[config.mk]
export PLATFORM = sky130hd
export DESIGN_NAME = uart_rx_fifo
export DESIGN_NICKNAME = d
export VERILOG_FILES = /design/src/rtl/uart_rx_fifo.sv
export SDC_FILE = /design/constraint.sdc
export NUM_CORES = 1
export LEC_CHECK = 0
export BUFFER_PORTS_ARGS = -buffer_cell sky130_fd_sc_hd__buf_2
export CORE_MARGIN = 4
export CORE_UTILIZATION = 45
export DETAILED_ROUTE_END_ITERATION = 8
export SYNTH_ARGS = -nofsm -noshare
export SYNTH_HDL_FRONTEND = slang
export SYNTH_SLANG_ARGS = --single-unit
export TNS_END_PERCENT = 10
[constraint.sdc]
create_clock -name clk -period 3.5 [get_ports clk]
set_input_delay 0.7 -clock clk [delete_from_list [all_inputs] [get_ports clk]]
set_output_delay 0.7 -clock clk [all_outputs]
set_load 0.005 [all_outputs]
[src/rtl/uart_rx_fifo.sv]
// rtl/uart_rx_fifo.sv - oversampled UART receiver with per-entry-status RX FIFO and RTS flow control
module uart_rx_fifo #(
    parameter int OVERSAMPLE = 16,
    parameter int FIFO_DEPTH = 8,
    parameter int RTS_MARGIN = 2
) (
    input  logic                          clk,
    input  logic                          reset_n,
    input  logic                          rx_tick,
    input  logic                          rx,
    input  logic [1:0]                    data_bit_num_i,
    input  logic                          parity_en_i,
    input  logic                          parity_type_i,
    input  logic                          stop_bit_num_i,
    input  logic                          rd_en_i,
    input  logic                          clr_overrun_i,
    output logic [7:0]                    rd_data_o,
    output logic [2:0]                    rd_status_o,
    output logic                          fifo_empty_o,
    output logic                          fifo_full_o,
    output logic [$clog2(FIFO_DEPTH):0]   fifo_count_o,
    output logic                          overrun_o,
    output logic                          rts_n,
    output logic                          rx_enable
);

    localparam int CW = $clog2(OVERSAMPLE);
    localparam int AW = $clog2(FIFO_DEPTH);
    localparam int M  = OVERSAMPLE / 2;

    localparam logic [CW-1:0] CNT_LO  = CW'(M - 1);
    localparam logic [CW-1:0] CNT_MID = CW'(M);
    localparam logic [CW-1:0] CNT_HI  = CW'(M + 1);
    localparam logic [CW-1:0] CNT_END = CW'(OVERSAMPLE - 1);

    localparam logic [AW:0] FULL_LEVEL = (AW + 1)'(FIFO_DEPTH);
    localparam logic [AW:0] RTS_LEVEL  = (AW + 1)'(FIFO_DEPTH - RTS_MARGIN);

    typedef enum logic [2:0] {
        IDLE,
        START,
        DATA,
        PARITY,
        STOP,
        WAIT_HIGH
    } state_t;

    state_t state, state_nxt;

    logic          rx_meta, rx_s;
    logic [CW-1:0] cnt;
    logic          samp_a, samp_b, bit_val;
    logic          tick_res, tick_end;
    logic [2:0]    bit_idx, last_idx;
    logic          stop_idx;
    logic [7:0]    data_sh;
    logic          par_bit, stop_err, first_stop;
    logic [1:0]    cfg_bits;
    logic          cfg_par_en, cfg_par_odd, cfg_stop2;
    logic          frame_done;
    logic          framing_now, first_stop_now, exp_par, parity_err, brk;
    logic [10:0]   entry;

    logic [10:0]   mem [FIFO_DEPTH];
    logic [AW-1:0] wr_ptr, rd_ptr;
    logic [AW:0]   count;
    logic          full, pop, push, drop;
    logic [10:0]   head;

    // Two-flop synchronizer; idles high so reset never looks like a start bit
    always_ff @(posedge clk or negedge reset_n) begin
        if (!reset_n) begin
            rx_meta <= 1'b1;
            rx_s    <= 1'b1;
        end else begin
            rx_meta <= rx;
            rx_s    <= rx_meta;
        end
    end

    assign tick_res = rx_tick && (cnt == CNT_HI);
    assign tick_end = rx_tick && (cnt == CNT_END);
    assign bit_val  = (samp_a & samp_b) | (samp_a & rx_s) | (samp_b & rx_s);
    assign last_idx = 3'd4 + {1'b0, cfg_bits};

    // Next-state logic; a frame completes mid last stop bit so the next start edge is caught
    always_comb begin
        state_nxt  = state;
        frame_done = 1'b0;
        case (state)
            IDLE:      if (!rx_s) state_nxt = START;
            START: begin
                if (tick_res && bit_val)  state_nxt = IDLE;
                else if (tick_end)        state_nxt = DATA;
            end
            DATA:      if (tick_end && bit_idx == last_idx) state_nxt = cfg_par_en ? PARITY : STOP;
            PARITY:    if (tick_end) state_nxt = STOP;
            STOP: begin
                if (tick_res && stop_idx == cfg_stop2) begin
                    frame_done = 1'b1;
                    state_nxt  = rx_s ? IDLE : WAIT_HIGH;
                end
            end
            WAIT_HIGH: if (rx_s) state_nxt = IDLE;
            default:   state_nxt = IDLE;
        endcase
    end

    // State register
    always_ff @(posedge clk or negedge reset_n) begin
        if (!reset_n) state <= IDLE;
        else          state <= state_nxt;
    end

    // Bit timing, majority samples, frame accumulation and configuration latch
    always_ff @(posedge clk or negedge reset_n) begin
        if (!reset_n) begin
            cnt         <= '0;
            samp_a      <= 1'b1;
            samp_b      <= 1'b1;
            bit_idx     <= '0;
            stop_idx    <= 1'b0;
            data_sh     <= '0;
            par_bit     <= 1'b0;
            stop_err    <= 1'b0;
            first_stop  <= 1'b1;
            cfg_bits    <= '0;
            cfg_par_en  <= 1'b0;
            cfg_par_odd <= 1'b0;
            cfg_stop2   <= 1'b0;
        end else begin
            if (state == IDLE || state_nxt == IDLE || state_nxt == WAIT_HIGH)
                cnt <= '0;
            else if (rx_tick)
                cnt <= (cnt == CNT_END) ? '0 : cnt + 1'b1;

            if (rx_tick && cnt == CNT_LO)  samp_a <= rx_s;
            if (rx_tick && cnt == CNT_MID) samp_b <= rx_s;

            case (state)
                IDLE: begin
                    if (!rx_s) begin
                        cfg_bits    <= data_bit_num_i;
                        cfg_par_en  <= parity_en_i;
                        cfg_par_odd <= parity_type_i;
                        cfg_stop2   <= stop_bit_num_i;
                        data_sh     <= '0;
                        bit_idx     <= '0;
                        stop_idx    <= 1'b0;
                        par_bit     <= 1'b0;
                        stop_err    <= 1'b0;
                        first_stop  <= 1'b1;
                    end
                end
                DATA: begin
                    if (tick_res) data_sh[bit_idx] <= bit_val;
                    if (tick_end) bit_idx <= bit_idx + 1'b1;
                end
                PARITY: begin
                    if (tick_res) par_bit <= bit_val;
                end
                STOP: begin
                    if (tick_res) begin
                        if (!bit_val)  stop_err   <= 1'b1;
                        if (!stop_idx) first_stop <= bit_val;
                    end
                    if (tick_end) stop_idx <= 1'b1;
                end
                default: ;
            endcase
        end
    end

    // Completed-frame status: a break is an all-zero frame up to and including the first stop bit
    assign framing_now    = stop_err | ~bit_val;
    assign first_stop_now = stop_idx ? first_stop : bit_val;
    assign exp_par        = cfg_par_odd ? ~(^data_sh) : ^data_sh;
    assign parity_err     = cfg_par_en && (par_bit != exp_par);
    assign brk            = (data_sh == 8'd0) && (!cfg_par_en || !par_bit) && !first_stop_now;
    assign entry          = {brk, framing_now, parity_err, data_sh};

    assign full = (count == FULL_LEVEL);
    assign pop  = rd_en_i && (count != '0);
    assign push = frame_done && (!full || pop);
    assign drop = frame_done && full && !pop;

    // FIFO storage; contents need no reset because the count gates visibility
    always_ff @(posedge clk) begin
        if (push) mem[wr_ptr] <= entry;
    end

    // FIFO pointers, occupancy, sticky overrun and registered RTS
    always_ff @(posedge clk or negedge reset_n) begin
        if (!reset_n) begin
            wr_ptr    <= '0;
            rd_ptr    <= '0;
            count     <= '0;
            overrun_o <= 1'b0;
            rts_n     <= 1'b0;
        end else begin
            if (push) wr_ptr <= wr_ptr + 1'b1;
            if (pop)  rd_ptr <= rd_ptr + 1'b1;
            case ({push, pop})
                2'b10:   count <= count + 1'b1;
                2'b01:   count <= count - 1'b1;
                default: ;
            endcase
            if (drop)               overrun_o <= 1'b1;
            else if (clr_overrun_i) overrun_o <= 1'b0;
            rts_n <= (count >= RTS_LEVEL);
        end
    end

    assign head         = mem[rd_ptr];
    assign fifo_empty_o = (count == '0);
    assign fifo_full_o  = full;
    assign fifo_count_o = count;
    assign rd_data_o    = fifo_empty_o ? 8'd0 : head[7:0];
    assign rd_status_o  = fifo_empty_o ? 3'd0 : head[10:8];
    assign rx_enable    = (state != IDLE);

endmodule

==> results of run 1 <==
logic make-up after synthesis:
family | count (synthesis) | share of synthesized area (%)
and+or+nand+nor | 100 | 9.53
AOI/OAI and AO/OA | 50 | 6.09
xor gates and xnor gates | 17 | 2.53
DFF | 131 | 63.2
adders and majority gates | 14 | 3.08
buffers and inverters | 37 | 2.87
muxes | 46 | 12.7
registers in the layout, indices dropped and copies added, names as in the netlist, 2 cells and up:
| register | flops |
|---|---|
| state | 3 |
| fifo_count_o | 4 |
| wr_ptr | 3 |
| data_sh | 8 |
| rd_ptr | 3 |
| mem | 88 |
| cnt | 4 |
| cfg_bits | 2 |
| bit_idx | 3 |
through the flow:
stage	util (%)	total power, mW
CTS	53.5	4.82
global route	53.5	5.02
floorplan	-	2.80
finish	53.5	4.76
global placement	49.1	3.10
detailed placement	49.1	3.13
routing by layer:
metal / global-route usage [%] / share of wire (%)
met3: 4.29 / 3.1
met2: 25.6 / 48
met1: 21.4 / 47
met5: 0 / 0
met4: 6.58 / 2.1
Yosys cell counts, types with 2 or more instances:
library cell / instances / area, sq um
mux2_2: 9 / 101
edfxtp_1: 88 / 2640
xor2_1: 4 / 35.0
xnor2_1: 13 / 114
buf_4: 2 / 15.0
a31oi_1: 4 / 25.0
clkbuf_1: 7 / 26.3
a21o_1: 3 / 22.5
a41oi_1: 2 / 17.5
buf_2: 6 / 30.0
nor2b_1: 2 / 12.5
dfstp_2: 5 / 131
a2111oi_4: 2 / 55.1
a21oi_1: 8 / 40.0
nand2_2: 2 / 12.5
nor2_1: 39 / 146
mux4_2: 22 / 495
o21ai_0: 20 / 100
nand2b_1: 7 / 43.8
ha_1: 12 / 150
nand3b_1: 2 / 15.0
mux2i_1: 14 / 140
buf_6: 2 / 22.5
dfrtp_1: 38 / 951
nand2_1: 13 / 48.8
nand3_1: 6 / 30.0
nor3_2: 2 / 20.0
nor3_1: 7 / 35.0
or3_1: 2 / 12.5
inv_1: 19 / 71.3
path summary, 6_finish.rpt:
check	slack (ns)	to	start
worst max register to register	0.81	fifo_count_o[3]	cnt[0]
worst min-delay path	0.36	rx_s	rx_meta
worst min register to register	0.36	rx_s	rx_meta
worst max-delay path	0.69	rd_data_o[5]	rd_ptr[0]
min in group asynchronous	0.44	cnt[3]	reset_n
max in group asynchronous	2.44	rd_ptr[0]	reset_n
area by class of cell:
cell class | count | area [sq um]
flip-flops and latches | 131 | 3720
repair buffers | 41 | 233
fillers | 1079 | 5910
inverters | 19 | 71.3
clock buffers | 17 | 425
multi-input cells | 227 | 2000
well taps | 172 | 215
clock inverters | 15 | 143
power by group through the flow:
stage | Sequential, mW | Combinational, mW | Clock, mW
finish | 1.96 | 1.11 | 1.68
global placement | 1.99 | 1.11 | 0
floorplan | 1.90 | 0.896 | 0
CTS | 1.97 | 1.14 | 1.72
detailed placement | 2.00 | 1.13 | 0
global route | 1.99 | 1.25 | 1.79
==> flow_metrics.py, run 1 <==
metrics = {
    "hold_path": {
        "hold_depth": 0,
        "hold_path.class": "flip-flop to flip-flop",
    },
    "routing": {
        "drt-total-wl_mm": 10.9,
        "routed_via_density": 5.27,
        "wire_per_inst_um": 17.5,
        "drc": 0,
        "first_pass_iters": 4,
        "drt_iter0_drc": 240,
        "dr_total_vias": 3281,
        "antenna_left": 0,
    },
    "die": {
        "std_cell_rows": 41,
        "dieArea_sq_mm": 0.0150,
        "core_sq_mm": 0.0127,
        "initial_core_util_pct": 46.3,
        "die_width_um": 122,
        "die_h_um": 122,
        "ioPinCount": 31,
    },
    "layout": {
        "syn2layout_area_growth_pct": 15.6,
        "mostFrequentLayoutCell": "edfxtp_1",
        "layout-drive-gt1-share_pct": 28.0,
        "layout_common_cells": "edfxtp_1 (88), nor2_1 (39), dfrtp_1 (38)",
        "nNetsFinal": 461,
        "antenna_cells": 0,
        "finalNonFillerCells": 622,
        "fin_area_sq_mm": 0.00681,
    },
    "synthesis": {
        "yosys_warnings": 0,
        "synth_fp_nets": 419,
        "synth_seq_cells": 131,
        "synth_edf_count": 88,
        "seq_area_frac_synth_pct": 63.2,
        "async_flop_share_pct": 32.8,
        "syn_area_per_cell_sq_um": 14.9,
        "synth_ff_type": "edfxtp_1",
        "netlist_area_sq_mm": 0.00589,
        "synthCells": 395,
        "synth_cell_types": 63,
    },
    "power_and_ir_drop": {
        "p_int_mw": 3.38,
        "seq_power_share_pct": 41.3,
        "ir_drop_mv": 0.326,
        "switching_power_mw": 1.38,
        "power_frac_clock_pct": 35.3,
        "p_sw_share_pct": 29.0,
        "p_leak_nw": 2.58,
        "combPwrFrac_pct": 23.4,
        "power_density_mw_per_mm2": 698,
    },
    "grt": {
        "antenna_found_initial": 0,
        "grt-ovfl-total": 0,
        "grt_start_max_net_pins": 44,
        "grt_pass1_vias": 3429,
        "grt_pass1_wl_mm": 18.0,
        "grt_usage_pct": 16.2,
    },
    "clocking": {
        "holdBufCountCts": 0,
        "clk_latency_ns": 0.42,
        "post_cts_resized": 0,
        "cts-htree-levels": 4,
        "postCtsSetupBuffers": 0,
        "clock_path_buffers": 2,
        "clk_pin_slew_ns": 0.06,
        "cts_tree": "yes",
        "clock-sinks": 131,
        "numCtsBuffers": 17,
        "root_buffer": "clkbuf_16",
    },
    "timing": {
        "min_period_over_period_pct": 80.4,
        "setup_ws_ns": 0.685,
        "fin_skew_ns": 0.00545,
        "fin_hold_ws_ns": 0.361,
        "slew_headroom_pct": 34.5,
        "max_freq_ghz": 0.355,
        "final-hold-violation-count": 0,
        "finalSetupTns_ns": 0,
        "setup_viol_count_final": 0,
        "worst_pin_slew_ns": 0.982,
        "slew_violations": 0,
        "rsz0062_at_grt": "no",
        "min_period_ns": 2.81,
    },
    "place": {
        "placed_area_sq_mm": 0.00624,
        "pre_cts_ws_ns": 0.579,
        "io_buffers": 30,
        "hpwl_mm": 7.37,
        "placed_cells": 590,
        "routabilityCongestion": 0.863,
    },
    "setup_path": {
        "crit_buf_inv": 2,
        "critical-path-top-delay-family": "multiplexers",
        "worstSetupPathType": "flip-flop to output port",
        "crit_chain": "buf_4 -> mux4_2 -> mux2i_1 -> nor2_1 -> buf_2",
        "crit_slowest_cell": "mux4_2",
        "path_depth": 5,
        "crit_fanout": 24,
        "start_kind": "flip-flop",
        "crit_required_ns": 2.80,
        "endpoint_kind": "output port",
        "r2r_cells": 10,
        "cp.arrival_ns": 2.11,
        "critPathMaxStageDelay_ns": 0.60,
    },
    "outcome": {
        "outcome": "finished clean",
    },
    "job": {
        "drv_cap": 0,
    },
}
No activity file was read; power rests on OpenSTA's default activity.
==> run 2, diff against run 1 <==
==> constraint.sdc (replaced) <==
create_clock -name clk -period 2.3 [get_ports clk]
set_input_delay 0.46 -clock clk [delete_from_list [all_inputs] [get_ports clk]]
set_output_delay 0.46 -clock clk [all_outputs]
set_load 0.005 [all_outputs]
==> run 2 against run 1 <==
Compared with the run above: the run now ends with negative setup slack left; setup slack worse by 0.78 ns; count of clock-buffer cells in the layout up 1; cell area up 8.2%; routed wire length up 4.6%; largest power group unchanged.
==> flow_metrics.py, run 2 (synthesized netlist as in run 1, its figures left out) <==
metrics = {
    "timing": {
        "slew_headroom_pct": 37.4,
        "slew_violations": 0,
        "rsz0062_at_grt": "yes",
        "setup_ws_ns": -0.0914,
        "min_period_ns": 2.39,
        "setup_viol_count_final": 10,
        "min_period_over_period_pct": 104,
        "worst_pin_slew_ns": 0.934,
        "max_freq_ghz": 0.418,
        "final-hold-violation-count": 0,
        "fin_skew_ns": 0.00714,
    },
    "layout": {
        "nNetsFinal": 501,
        "fin_area_sq_mm": 0.00737,
        "mostFrequentLayoutCell": "edfxtp_1",
        "syn2layout_area_growth_pct": 25.1,
        "finalNonFillerCells": 662,
        "layout_common_cells": "edfxtp_1 (88), buf_4 (37), dfrtp_1 (36)",
        "final_core_util_pct": 57.9,
        "largest_register_ffs": 88,
        "largest-register": "mem",
        "layout-drive-gt1-share_pct": 38.6,
        "antenna_cells": 0,
        "top_regs": "mem (88), data_sh (8)",
    },
    "power_and_ir_drop": {
        "p_int_mw": 5.49,
        "ir_drop_mv": 0.592,
        "p_leak_nw": 2.87,
        "power_frac_clock_pct": 33.6,
        "power_density_mw_per_mm2": 1050,
        "p_sw_share_pct": 29.1,
        "seq_power_share_pct": 37.0,
        "switching_power_mw": 2.26,
        "combPwrFrac_pct": 29.3,
    },
    "setup_path": {
        "crit_chain": "buf_12 -> mux4_2 -> mux2i_2 -> nor2_1 -> buf_2",
        "crit_buf_inv": 2,
        "critical-path-top-delay-family": "multiplexers",
        "start_kind": "flip-flop",
        "critPathMaxStageDelay_ns": 0.55,
        "crit_fanout": 12,
        "reg2reg_slack_ns": 0,
        "rr_endpoint": "fifo_count_o[3]",
        "worstSetupPathType": "flip-flop to output port",
        "crit_slowest_cell": "mux4_2",
        "cp.arrival_ns": 1.93,
        "r2r-start": "cnt[1]",
        "crit_required_ns": 1.84,
        "endpoint_kind": "output port",
        "r2r_cells": 11,
    },
    "routing": {
        "drc": 0,
        "routed_via_density": 5.25,
        "wire_per_inst_um": 17.2,
        "antenna_left": 0,
        "drt_iter0_drc": 213,
        "drt-total-wl_mm": 11.4,
        "first_pass_iters": 5,
        "dr_total_vias": 3478,
    },
    "clocking": {
        "clk_latency_ns": 0.41,
        "clock_path_buffers": 2,
        "clk_pin_slew_ns": 0.05,
        "cts-htree-levels": 4,
        "root_buffer": "clkbuf_16",
        "cts_tree": "yes",
        "holdBufCountCts": 0,
        "numCtsBuffers": 17,
        "clock-sinks": 131,
    },
    "place": {
        "hpwl_mm": 7.93,
        "io_buffers": 30,
        "placed_cells": 625,
        "routabilityCongestion": 0.788,
        "placed_area_sq_mm": 0.00663,
    },
    "die": {
        "die_h_um": 122,
        "dieArea_sq_mm": 0.0150,
        "initial_core_util_pct": 46.3,
        "ioPinCount": 31,
        "std_cell_rows": 41,
        "die_width_um": 122,
        "core_sq_mm": 0.0127,
    },
    "grt": {
        "grt_usage_pct": 16.9,
        "antenna_found_initial": 0,
        "grt_start_max_net_pins": 37,
        "grt_pass1_wl_mm": 18.9,
        "grt-ovfl-total": 0,
        "grt_pass1_vias": 3635,
    },
    "outcome": {
        "failed_checks": "negative setup slack",
        "outcome": "finished, violations left",
    },
    "hold_path": {
        "hold_path_end": "rx_meta",
        "min_from": "rx",
        "hold_path.class": "input port to flip-flop",
        "hold_depth": 1,
    },
    "job": {
        "drv_cap": 0,
    },
}
[run 2: cell types whose count changed in the layout (fill, tap and decap cells not counted), moves of 3 or more]
cell | previous run | this run
buf_12 | 0 | 7
buf_4 | 11 | 37
buf_6 | 0 | 6
ha_1 | 12 | 9
inv_1 | 19 | 16
inv_6 | 0 | 4
nor2_1 | 39 | 33
nor2_4 | 0 | 5
nor3_1 | 7 | 4
[run 2: what timing repair did]
item,4_1_cts,5_1_grt
setup buffers,2,2
pin swaps,1,2
gates cloned,2,0
setup endpoints to repair,102,101
resized for setup,11,17
[run 2: how the worst max path moves through the flow]
stage                   end      start  cells after the start  slack, ns
2_1_floorplan     mem[4][0]     cnt[1]                      7      -0.12
3_3_place_gp      mem[4][1]     cnt[1]                      9       -0.1
3_5_place_dp      mem[3][4]     cnt[1]                      9      -0.16
4_1_cts        rd_data_o[7]  rd_ptr[0]                      5      -0.12
5_1_grt        rd_data_o[7]  rd_ptr[0]                      5      -0.18
6_report       rd_data_o[7]  rd_ptr[0]                      5      -0.09
[run 2: routing by layer]
metal	GRT usage [%]	vias up	part of all wire, %
met5	0	-	0
met4	6.93	0	0.98
met3	3.78	11	3.9
met2	26.7	81	51
met1	22.9	1735	44
li1	-	1651	-
[run 2: per-stage QoR]
step	hold slack [ns]	power (mW)	TNS (ns)	worst slack (ns)
after floorplan	0.164	4.34	-9.59	-0.121
after global placement	0.350	5.01	-6.88	-0.0951
after detailed placement	0.348	5.05	-11.07	-0.158
after CTS	0.128	7.86	-1.04	-0.123
after global routing	0.126	8.18	-3.04	-0.183
final	0.148	7.74	-0.226	-0.0914
[run 2: cell type report]
type	instances	area [sq um]
repair inverters	1	7.51
clock inverters	14	153
well taps	172	215
clock buffers	18	429
flip-flops and latches	131	3730
repair buffers	80	636
fillers	1032	5350
multi-input cells	227	2130
inverters	19	77.6
[run 2: power groups by stage]
stage	clock [mW]	combinational, mW	sequential, mW
2_1_floorplan	0	1.44	2.90
3_5_place_dp	0	2.16	2.90
5_1_grt	2.79	2.50	2.89
3_3_place_gp	0	2.12	2.89
4_1_cts	2.66	2.33	2.87
6_report	2.60	2.27	2.87
